File: src/rtl/regfile_writeback_pkg.sv
// Writeback-stage local definitions: buffer depth default and commit source select.
package regfile_writeback_pkg;

    localparam int unsigned LD_DEPTH_DEFAULT = 2;

    typedef enum logic [1:0] {
        SEL_NONE = 2'd0,
        SEL_ALU  = 2'd1,
        SEL_LD   = 2'd2
    } sel_t;

endpackage

File: src/rtl/rv_pkg.sv
// Shared RISC-V definitions: default datapath widths and load funct3 encodings.
package rv_pkg;

    localparam int unsigned XLEN   = 32;
    localparam int unsigned REG_AW = 5;

    localparam logic [2:0] F3_LB  = 3'b000;
    localparam logic [2:0] F3_LH  = 3'b001;
    localparam logic [2:0] F3_LW  = 3'b010;
    localparam logic [2:0] F3_LBU = 3'b100;
    localparam logic [2:0] F3_LHU = 3'b101;

endpackage

File: src/rtl/regfile_writeback_if.sv
// ALU-result and load-result handshake bundle feeding the writeback stage.
interface regfile_writeback_if #(
    parameter int unsigned DATA_WIDTH    = rv_pkg::XLEN,
    parameter int unsigned ADDRESS_WIDTH = rv_pkg::REG_AW
);

    logic                     alu_valid;
    logic                     alu_ready;
    logic [ADDRESS_WIDTH-1:0] alu_rd;
    logic [DATA_WIDTH-1:0]    alu_data;

    logic                     ld_valid;
    logic                     ld_ready;
    logic [ADDRESS_WIDTH-1:0] ld_rd;
    logic [DATA_WIDTH-1:0]    ld_raw;
    logic [2:0]               ld_funct3;
    logic [1:0]               ld_addr_lo;

    modport master (
        output alu_valid, alu_rd, alu_data,
        output ld_valid, ld_rd, ld_raw, ld_funct3, ld_addr_lo,
        input  alu_ready, ld_ready
    );

    modport slave (
        input  alu_valid, alu_rd, alu_data,
        input  ld_valid, ld_rd, ld_raw, ld_funct3, ld_addr_lo,
        output alu_ready, ld_ready
    );

endinterface

File: src/rtl/regfile_writeback_load_formatter.sv
// Combinational load formatter: lane select and sign/zero extension by funct3.
module load_formatter
    import rv_pkg::*;
#(
    parameter int unsigned DATA_WIDTH = XLEN
) (
    input  logic [DATA_WIDTH-1:0] raw,
    input  logic [2:0]            funct3,
    input  logic [1:0]            addr_lo,
    output logic [DATA_WIDTH-1:0] data
);

    logic [7:0]  byte_sel;
    logic [15:0] half_sel;

    // Pick the addressed byte/half and extend it; unknown codes behave as LW.
    always_comb begin
        byte_sel = raw[{addr_lo, 3'b000} +: 8];
        half_sel = raw[{addr_lo[1], 4'b0000} +: 16];
        data     = raw;
        case (funct3)
            F3_LB:   data = {{(DATA_WIDTH-8){byte_sel[7]}}, byte_sel};
            F3_LH:   data = {{(DATA_WIDTH-16){half_sel[15]}}, half_sel};
            F3_LBU:  data = {{(DATA_WIDTH-8){1'b0}}, byte_sel};
            F3_LHU:  data = {{(DATA_WIDTH-16){1'b0}}, half_sel};
            F3_LW:   data = raw;
            default: data = raw;
        endcase
    end

endmodule

File: src/rtl/regfile_writeback.sv
// Writeback arbiter: ALU results and buffered, formatted loads share one
// register-file write port. Loads stay in order; ALU results may overtake them.
module regfile_writeback
    import rv_pkg::*;
    import regfile_writeback_pkg::*;
#(
    parameter int unsigned DATA_WIDTH    = XLEN,
    parameter int unsigned ADDRESS_WIDTH = REG_AW,
    parameter int unsigned LD_DEPTH      = LD_DEPTH_DEFAULT
) (
    input  logic                        clk,
    input  logic                        reset,
    regfile_writeback_if.slave          bus,
    output logic                        rf_we,
    output logic [ADDRESS_WIDTH-1:0]    rf_waddr,
    output logic [DATA_WIDTH-1:0]       rf_wdata,
    output logic [2**ADDRESS_WIDTH-1:0] busy_mask
);

    localparam int unsigned      CW      = $clog2(LD_DEPTH + 1);
    localparam int unsigned      PW      = (LD_DEPTH > 1) ? $clog2(LD_DEPTH) : 1;
    localparam logic [CW-1:0]    DEPTH_C = CW'(LD_DEPTH);
    localparam logic [PW-1:0]    LAST_C  = PW'(LD_DEPTH - 1);

    logic [CW-1:0]            count;
    logic [PW-1:0]            wr_ptr;
    logic [PW-1:0]            rd_ptr;
    logic [LD_DEPTH-1:0]      slot_valid;
    logic [ADDRESS_WIDTH-1:0] slot_rd   [LD_DEPTH];
    logic [DATA_WIDTH-1:0]    slot_data [LD_DEPTH];

    logic [DATA_WIDTH-1:0]    ld_fmt;
    logic                     ready;
    logic                     alu_fire;
    logic                     ld_fire;
    logic                     pop;
    sel_t                     sel;
    logic [ADDRESS_WIDTH-1:0] cand_rd;
    logic [DATA_WIDTH-1:0]    cand_data;

    load_formatter #(.DATA_WIDTH(DATA_WIDTH)) u_fmt (
        .raw     (bus.ld_raw),
        .funct3  (bus.ld_funct3),
        .addr_lo (bus.ld_addr_lo),
        .data    (ld_fmt)
    );

    assign ready         = (count < DEPTH_C);
    assign bus.alu_ready = ready;
    assign bus.ld_ready  = ready;
    assign alu_fire      = bus.alu_valid & ready;
    assign ld_fire       = bus.ld_valid & ready;
    assign pop           = (sel == SEL_LD);

    // Commit candidate: a full buffer drains first, otherwise ALU beats loads.
    always_comb begin
        sel       = SEL_NONE;
        cand_rd   = '0;
        cand_data = '0;
        if (count == DEPTH_C) begin
            sel = SEL_LD;
        end else if (alu_fire) begin
            sel = SEL_ALU;
        end else if (count != '0) begin
            sel = SEL_LD;
        end
        case (sel)
            SEL_ALU: begin
                cand_rd   = bus.alu_rd;
                cand_data = bus.alu_data;
            end
            SEL_LD: begin
                cand_rd   = slot_rd[rd_ptr];
                cand_data = slot_data[rd_ptr];
            end
            default: ;
        endcase
    end

    // In-order load buffer; push and pop never target the same slot.
    always_ff @(posedge clk or posedge reset) begin
        if (reset) begin
            count      <= '0;
            wr_ptr     <= '0;
            rd_ptr     <= '0;
            slot_valid <= '0;
            for (int unsigned i = 0; i < LD_DEPTH; i++) begin
                slot_rd[i]   <= '0;
                slot_data[i] <= '0;
            end
        end else begin
            if (ld_fire) begin
                slot_rd[wr_ptr]    <= bus.ld_rd;
                slot_data[wr_ptr]  <= ld_fmt;
                slot_valid[wr_ptr] <= 1'b1;
                wr_ptr             <= (wr_ptr == LAST_C) ? '0 : wr_ptr + PW'(1);
            end
            if (pop) begin
                slot_valid[rd_ptr] <= 1'b0;
                rd_ptr             <= (rd_ptr == LAST_C) ? '0 : rd_ptr + PW'(1);
            end
            case ({ld_fire, pop})
                2'b10:   count <= count + CW'(1);
                2'b01:   count <= count - CW'(1);
                default: count <= count;
            endcase
        end
    end

    // Register the selected commit; writes to x0 are consumed silently.
    always_ff @(posedge clk or posedge reset) begin
        if (reset) begin
            rf_we    <= 1'b0;
            rf_waddr <= '0;
            rf_wdata <= '0;
        end else begin
            rf_we    <= (sel != SEL_NONE) && (cand_rd != '0);
            rf_waddr <= cand_rd;
            rf_wdata <= cand_data;
        end
    end

    // Flag destinations that still have a buffered load pending.
    always_comb begin
        busy_mask = '0;
        for (int unsigned i = 0; i < LD_DEPTH; i++) begin
            if (slot_valid[i] && (slot_rd[i] != '0)) begin
                busy_mask[slot_rd[i]] = 1'b1;
            end
        end
    end

endmodule

File: src/flat_wrapper.sv
// flat-port wrapper written by rule: the top's interface ports become plain ports
module regfile_writeback_flat import rv_pkg::*; import regfile_writeback_pkg::*;
#(
    parameter int unsigned DATA_WIDTH    = XLEN,
    parameter int unsigned ADDRESS_WIDTH = REG_AW,
    parameter int unsigned LD_DEPTH      = LD_DEPTH_DEFAULT
)
  (clk, reset, rf_we, rf_waddr, rf_wdata, busy_mask, bus_alu_valid, bus_alu_rd, bus_alu_data, bus_ld_valid, bus_ld_rd, bus_ld_raw, bus_ld_funct3, bus_ld_addr_lo, bus_alu_ready, bus_ld_ready);
  regfile_writeback_if #(.DATA_WIDTH(DATA_WIDTH), .ADDRESS_WIDTH(ADDRESS_WIDTH)) bus_i ();
  input  logic clk;
  input  logic reset;
  output logic rf_we;
  output logic [ADDRESS_WIDTH-1:0] rf_waddr;
  output logic [DATA_WIDTH-1:0] rf_wdata;
  output logic [2**ADDRESS_WIDTH-1:0] busy_mask;
  input wire logic [$bits(bus_i.alu_valid)-1:0] bus_alu_valid;
  input wire logic [$bits(bus_i.alu_rd)-1:0] bus_alu_rd;
  input wire logic [$bits(bus_i.alu_data)-1:0] bus_alu_data;
  input wire logic [$bits(bus_i.ld_valid)-1:0] bus_ld_valid;
  input wire logic [$bits(bus_i.ld_rd)-1:0] bus_ld_rd;
  input wire logic [$bits(bus_i.ld_raw)-1:0] bus_ld_raw;
  input wire logic [$bits(bus_i.ld_funct3)-1:0] bus_ld_funct3;
  input wire logic [$bits(bus_i.ld_addr_lo)-1:0] bus_ld_addr_lo;
  output wire logic [$bits(bus_i.alu_ready)-1:0] bus_alu_ready;
  output wire logic [$bits(bus_i.ld_ready)-1:0] bus_ld_ready;
  assign bus_i.alu_valid = bus_alu_valid;
  assign bus_i.alu_rd = bus_alu_rd;
  assign bus_i.alu_data = bus_alu_data;
  assign bus_i.ld_valid = bus_ld_valid;
  assign bus_i.ld_rd = bus_ld_rd;
  assign bus_i.ld_raw = bus_ld_raw;
  assign bus_i.ld_funct3 = bus_ld_funct3;
  assign bus_i.ld_addr_lo = bus_ld_addr_lo;
  assign bus_alu_ready = bus_i.alu_ready;
  assign bus_ld_ready = bus_i.ld_ready;
  regfile_writeback #(.DATA_WIDTH(DATA_WIDTH), .ADDRESS_WIDTH(ADDRESS_WIDTH), .LD_DEPTH(LD_DEPTH)) u_core (.clk(clk), .reset(reset), .bus(bus_i), .rf_we(rf_we), .rf_waddr(rf_waddr), .rf_wdata(rf_wdata), .busy_mask(busy_mask));
endmodule
File: config.mk
export PLATFORM = sky130hd
export DESIGN_NAME = regfile_writeback_flat
export DESIGN_NICKNAME = d
export VERILOG_FILES = /design/src/rtl/regfile_writeback_pkg.sv /design/src/rtl/rv_pkg.sv /design/src/rtl/regfile_writeback_if.sv /design/src/rtl/regfile_writeback_load_formatter.sv /design/src/rtl/regfile_writeback.sv /design/src/flat_wrapper.sv
export SDC_FILE = /design/constraint.sdc
export NUM_CORES = 1
export LEC_CHECK = 0
export CAP_MARGIN = 30
export CORE_ASPECT_RATIO = 1.75
export CORE_MARGIN = 5
export CORE_UTILIZATION = 30
export CTS_CLUSTER_SIZE = 24
export DETAILED_ROUTE_END_ITERATION = 10
export PLACE_DENSITY = 0.54
export SYNTH_ARGS = -nofsm -noshare
export SYNTH_HDL_FRONTEND = slang
export SYNTH_SLANG_ARGS = --single-unit
File: constraint.sdc
create_clock -name clk -period 4.4 [get_ports clk]
set_input_delay 1.32 -clock clk [delete_from_list [all_inputs] [get_ports clk]]
set_output_delay 1.32 -clock clk [all_outputs]
set_load 0.005 [all_outputs]
=== After elaboration in Yosys (flattened, before gate mapping) ===
Cells that the tools add are included.

* Register bits after elaboration: 118
* Latch bits: 0
* Memory bits (writable): 0
* Memory bits (read-only): 0
* Bits of input ports: 83
* Output and inout port bits: 72
* Memories: 0

* $add $sub $neg: 4
* Multipliers: 0
* Div/mod/pow operators: 0
* Magnitude comparators: 12
* Eq/ne operators: 8
* Shift-type cells: 2
* Muxes and demuxes: 33
* Bitwise logic cells: 8
* Reductions and logical operators: 15

{| class="wikitable"
|+ Operators by type and width
! operator !! number
|-
| $mux 32 || 6
|-
| $pmux 32 s4 || 1
|-
| $bwmux 64 || 1
|-
| $pmux 32 s2 || 1
|-
| $demux 32 s1 || 1
|-
| $or 32x32->32 || 1
|-
| $shiftx 32x6->16 || 1
|-
| $shiftx 32x6->8 || 1
|-
| $mux 5 || 4
|-
| $reduce_bool 5->1 || 3
|-
| $lt 5x6->1 const B || 2
|-
| $bwmux 10 || 1
|-
| $demux 1 s5 || 2
|-
| $ge 5x1->1 const B || 2
|-
| $mux 2 || 5
|-
| $pmux 5 s2 || 1
|-
| $logic_and 1x1->1 || 8
|-
| $eq 2x2->1 const B || 3
|-
| $eq 3x3->1 const B || 2
|-
| $mux 1 || 6
|-
| $reduce_bool 2->1 || 3
|-
| $demux 5 s1 || 1
|-
| $eq 2x1->1 const B || 2
|-
| $ge 2x2->1 const B || 2
|-
| other kinds (16) || 22
|}

=== Depth between registers and ports, before layout ===
* Word-level depth: 8
* Depth in mapped cells: 7

=== Cells and area by module ===
From an unflattened synthesis, not the netlist that was laid out.

* Cell total of the unflattened synthesis: 543
* Area, all modules: 5841.9 sq um

{| class="wikitable"
|+ Modules (own cells, without submodules)
! module !! times used !! cells an instance !! area an instance (sq um) !! sequential area each (sq um)
|-
| regfile_writeback || 1 || 425 || 5047.3 || 2952.8
|-
| load_formatter || 1 || 118 || 794.5 || 0.0
|}

=== Worst setup path before layout ===
Ideal clock, no wire load.

* Path kind: input port to flip-flop
* From: in bus_alu_valid
* To: reg u_core.rf_we
* Library setup time: 0.138 ns
* Data arrival time: 2.459 ns
* Required time: 4.262 ns
* Setup slack: 1.803 ns
* Cell stages on the path: 5
* Path buffers: 1
* Cells stage by stage: nor2b_1 -> buf_6 -> and2_0 -> a221o_1 -> or4_1

* Longest elaborated chain between the ends: 7

{| class="wikitable"
|+ Ends and longest elaborated chain
! element !! RTL line !! source
|-
| from (decl) || flat_wrapper.sv:16 || <nowiki>input wire logic [$bits(bus_i.alu_valid)-1:0] bus_alu_valid;</nowiki>
|-
| $and 1x1->1 (*) || regfile_writeback.sv:51 || <nowiki>assign alu_fire = bus.alu_valid & ready;</nowiki>
|-
| $mux 2 (*) || regfile_writeback.sv:62 || <nowiki>end else if (alu_fire) begin</nowiki>
|-
| $mux 2 (*) || regfile_writeback.sv:60 || <nowiki>if (count == DEPTH_C) begin</nowiki>
|-
| $eq 2x2->1 / $eq 2x1->1 (equally long branches) || regfile_writeback.sv:67 || <nowiki>case (sel)</nowiki>
|-
| $pmux 5 s2 (*) || regfile_writeback.sv:67 ||
|-
| net u_core.cand_rd[2] || regfile_writeback.sv:38 || <nowiki>logic [ADDRESS_WIDTH-1:0] cand_rd;</nowiki>
|-
| $reduce_bool 5->1 (*) || regfile_writeback.sv:117 || <nowiki>rf_we <= (sel != SEL_NONE) && (cand_rd != '0);</nowiki>
|-
| $logic_and 1x1->1 (*) || regfile_writeback.sv:117 ||
|-
| to (signal assigned) || regfile_writeback.sv:117 ||
|-
| to (decl) || regfile_writeback.sv:14 || <nowiki>output logic rf_we,</nowiki>
|}

The timed path passes the listed nets; every way through them passes the cells marked *.
A chain may end at the register's enable or synchronous reset.

=== Final worst setup path ===
* From: reg u_core.slot_rd[9] (netlist name)
* To: out busy_mask[16]

* Longest elaborated chain between the ends: 7

{| class="wikitable"
|+ Ends and longest elaborated chain
! element !! RTL line !! source
|-
| from (decl) || regfile_writeback.sv:29 || <nowiki>logic [ADDRESS_WIDTH-1:0] slot_rd [LD_DEPTH];</nowiki>
|-
| from (signal, indexed assignment) || regfile_writeback.sv:93 || <nowiki>slot_rd[wr_ptr] <= bus.ld_rd;</nowiki>
|-
| $lt 5x6->1 (not written as such) / $ge 5x1->1 (equally long branches) || regfile_writeback.sv:128 || <nowiki>busy_mask[slot_rd[i]] = 1'b1;</nowiki>
|-
| $logic_and 1x1->1 (not written as such) || regfile_writeback.sv:128 ||
|-
| $mux 1 (not written as such) || regfile_writeback.sv:128 ||
|-
| $demux 1 s5 || -- ||
|-
| $mux 32 (*) || regfile_writeback.sv:127 || <nowiki>if (slot_valid[i] && (slot_rd[i] != '0)) begin</nowiki>
|-
| $or 32x32->32 (no line) || -- ||
|-
| $mux 32 (*) || regfile_writeback.sv:127 ||
|-
| to (decl) || flat_wrapper.sv:15 || <nowiki>output logic [2**ADDRESS_WIDTH-1:0] busy_mask;</nowiki>
|}

Every way passes the cells marked *; elsewhere a longest branch is shown, timed or not.

==> metrics <==
most frequent cells in the layout clkdlybuf4s50_1 (153), nand2_1 (147), dfrtp_1 (118); Sw Pwr 1.98 mW; GRT Total Usage 17.8%; Final Max Slew Viols 0; first-pass GRT wire length 31400 um; Setup Crit Path Kind reg -> out; max-cap violation count 0; Final Cell Area 8210 sq um; combinational share of power 38.6%; cts bufs inserted 17; crit path time final 3560 ps; Syn Nets 723; status finished, final reports clean; Post-synth EDFFs 0; XOR/XNOR Fraction of Synth Area 0.447%; Slew @ Worst Pin 906 ps; mux cell area share after synthesis 2.62%; final total power 5.45 mW; Power Density 665 nW/um^2; most common cell after layout, fill and taps aside clkdlybuf4s50_1; Synth Area in Compound Gates 20.6%; clock skew 9.85 ps; DR vias 5489; Ports 155; Die Footprint 22600 sq um; Final Non-Filler Cells 1027; fraction of layout cells with a size suffix above 1 8.40%; First-pass DRT Iterations 5; Switching Fraction 36.2%; RSZ-0062 raised after global routing no; drt drc 0; CP required 3080 ps; detailed placer's ending HPWL 14600 um; VDD IR max 264 uV; Die Width 116 um; Fin. Hold Viols 0; number of synthesized register bits 118; Worst Setup End Kind output port; Synth Flop Type dfrtp_1; final setup TNS 0 ps; ant diodes 0; Max-slew headroom 39.4%; adder-cell share of the synthesized area 0.213%; die height 195 um; initial antenna violation count 0; largest net degree at the start of global routing 51; Leakage 3.39 nW; remaining antenna violation count 0; register area share after synthesis 50.3%; TritonCTS clock tree done; Root Buffer clkbuf_16; PostCTS Resize Cnt 0; Core Rows 67; clk slew on worst S/H paths 60 ps; CTS H-tree lvls 4; Max Fanout on Critical Path 10; Critical Path Source Type register; FMAX 0.281 GHz; remaining global-route overflow 0; syn_area_per_cell 9.19 sq um; Detailed Route Iter0 Violations 345; Post-Synth Simple-Gate Area 21.3%; vias in the first global route 5781; largest family of logic cells by synthesized area simple AND/OR/NAND/NOR gates; Yosys Warn Count 0; Setup Buffers After CTS 0; Clk pwr share 25.3%; Core Area 19200 sq um; Initial Util 30.6%; Seq pwr share 36.1%; WHS 479 ps; Int Power 3.48 mW; WP data arrival 2240 ps; Post-synth ARST share 100%; Distinct cells, synth 44; final setup violating endpoints 0; post-place setup slack 793 ps; Tightest Hold Check Type reg -> reg; DR WL/cell 19.4 um; hold_buf cts 0; utilization after layout 42.7%; Placer Congestion 0.843; DP Area 7620 sq um; later-pin clock latency in the skew report 410 ps; post-layout net count 857; number of placed instances, taps included 995; cells after synthesis 639; min setup slack post-route 842 ps; area grow syn2layout 39.8%; Max clock buf depth 2; Via density 5.34; CTS Sinks 118; PortBufs 153; period utilisation layout 80.9%; post-synthesis cell area 5870 sq um; Post-Route WL 19900 um
==> synthesized netlist by cell type (all sizes together), types with 6 or more instances <==
library cell,n,area (sq um)
nand2,147,552
nor2b,10,70.1
o21ai,6,30.0
mux2i,12,120
nand3b,13,97.6
dfrtp,118,2950
a221oi,48,420
a22oi,32,240
nand2b,15,93.8
clkbuf,35,131
o31ai,14,105
nor2,67,254
a21oi,24,120
a311oi,7,61.3
nand3,7,35.0
buf,19,109
o22ai,32,200
==> registers in the layout (all words and copies together) (netlist names) <==
register / flops
u_core.count: 2
u_core.rf_wdata: 32
u_core.wr_ptr: 1
u_core.rf_we: 1
u_core.rd_ptr: 1
u_core.slot_data: 64
u_core.rf_waddr: 5
u_core.slot_valid: 2
u_core.slot_rd: 10
==> critical path: stages (launching register included) <==
cell	delay (ps)
dfrtp_1	520
or3b_2	560
o22ai_1	200
clkdlybuf4s50_1	540
==> cells by family (layout without fill, tap and decap cells) <==
logic type | Yosys count | after routing
compound gates | 167 | 167
xor+xnor | 3 | 3
fa+ha+maj | 1 | 1
buf+inv | 59 | 206
flops | 118 | 118
mux | 14 | 14
other cells | 1 | 1
simple gates | 276 | 276
==> final cells by class <==
cell class / count / area [sq um]
sequential: 118 / 2950
clock buffer: 18 / 439
clock inverter: 14 / 150
inverter: 5 / 22.5
multi-input combinational: 462 / 2680
fill: 1896 / 11000
timing repair buffer: 169 / 1660
tap: 241 / 302
==> final timing paths <==
check / cells after the start / from / to / slack [ps]
max in group asynchronous: 3 / reset / u_core.rf_wdata[18]$_DFF_PP0_ / 2330
max reg2reg: 6 / u_core.count[1]$_DFFE_PP0P_ / u_core.slot_data[46]$_DFFE_PP0P_ / 2230
min reg2reg: 2 / u_core.slot_data[0]$_DFFE_PP0P_ / u_core.slot_data[0]$_DFFE_PP0P_ / 480
min: 2 / u_core.slot_data[0]$_DFFE_PP0P_ / u_core.slot_data[0]$_DFFE_PP0P_ / 480
max: 3 / u_core.slot_rd[9]$_DFFE_PP0P_ / busy_mask[16] / 840
min in group asynchronous: 2 / reset / u_core.rf_wdata[7]$_DFF_PP0_ / 1350
==> layer usage <==
metal,share of wire (%),GRT usage (%),vias up
met5,0,0,-
met4,4.0,9.20,0
met3,5.8,3.31,48
met2,52,31.0,248
met1,38,20.3,2627
li1,-,-,2566
==> power groups by stage <==
stage | logic [mW] | registers (mW) | clock network (mW)
finish | 2.11 | 1.97 | 1.38
global route | 2.35 | 2.05 | 1.46
CTS | 2.14 | 1.97 | 1.41
detailed placement | 2.12 | 1.99 | 0
global placement | 2.09 | 1.96 | 0
floorplan | 1.31 | 1.86 | 0
Note: power is estimated with default switching activity, not from simulation.
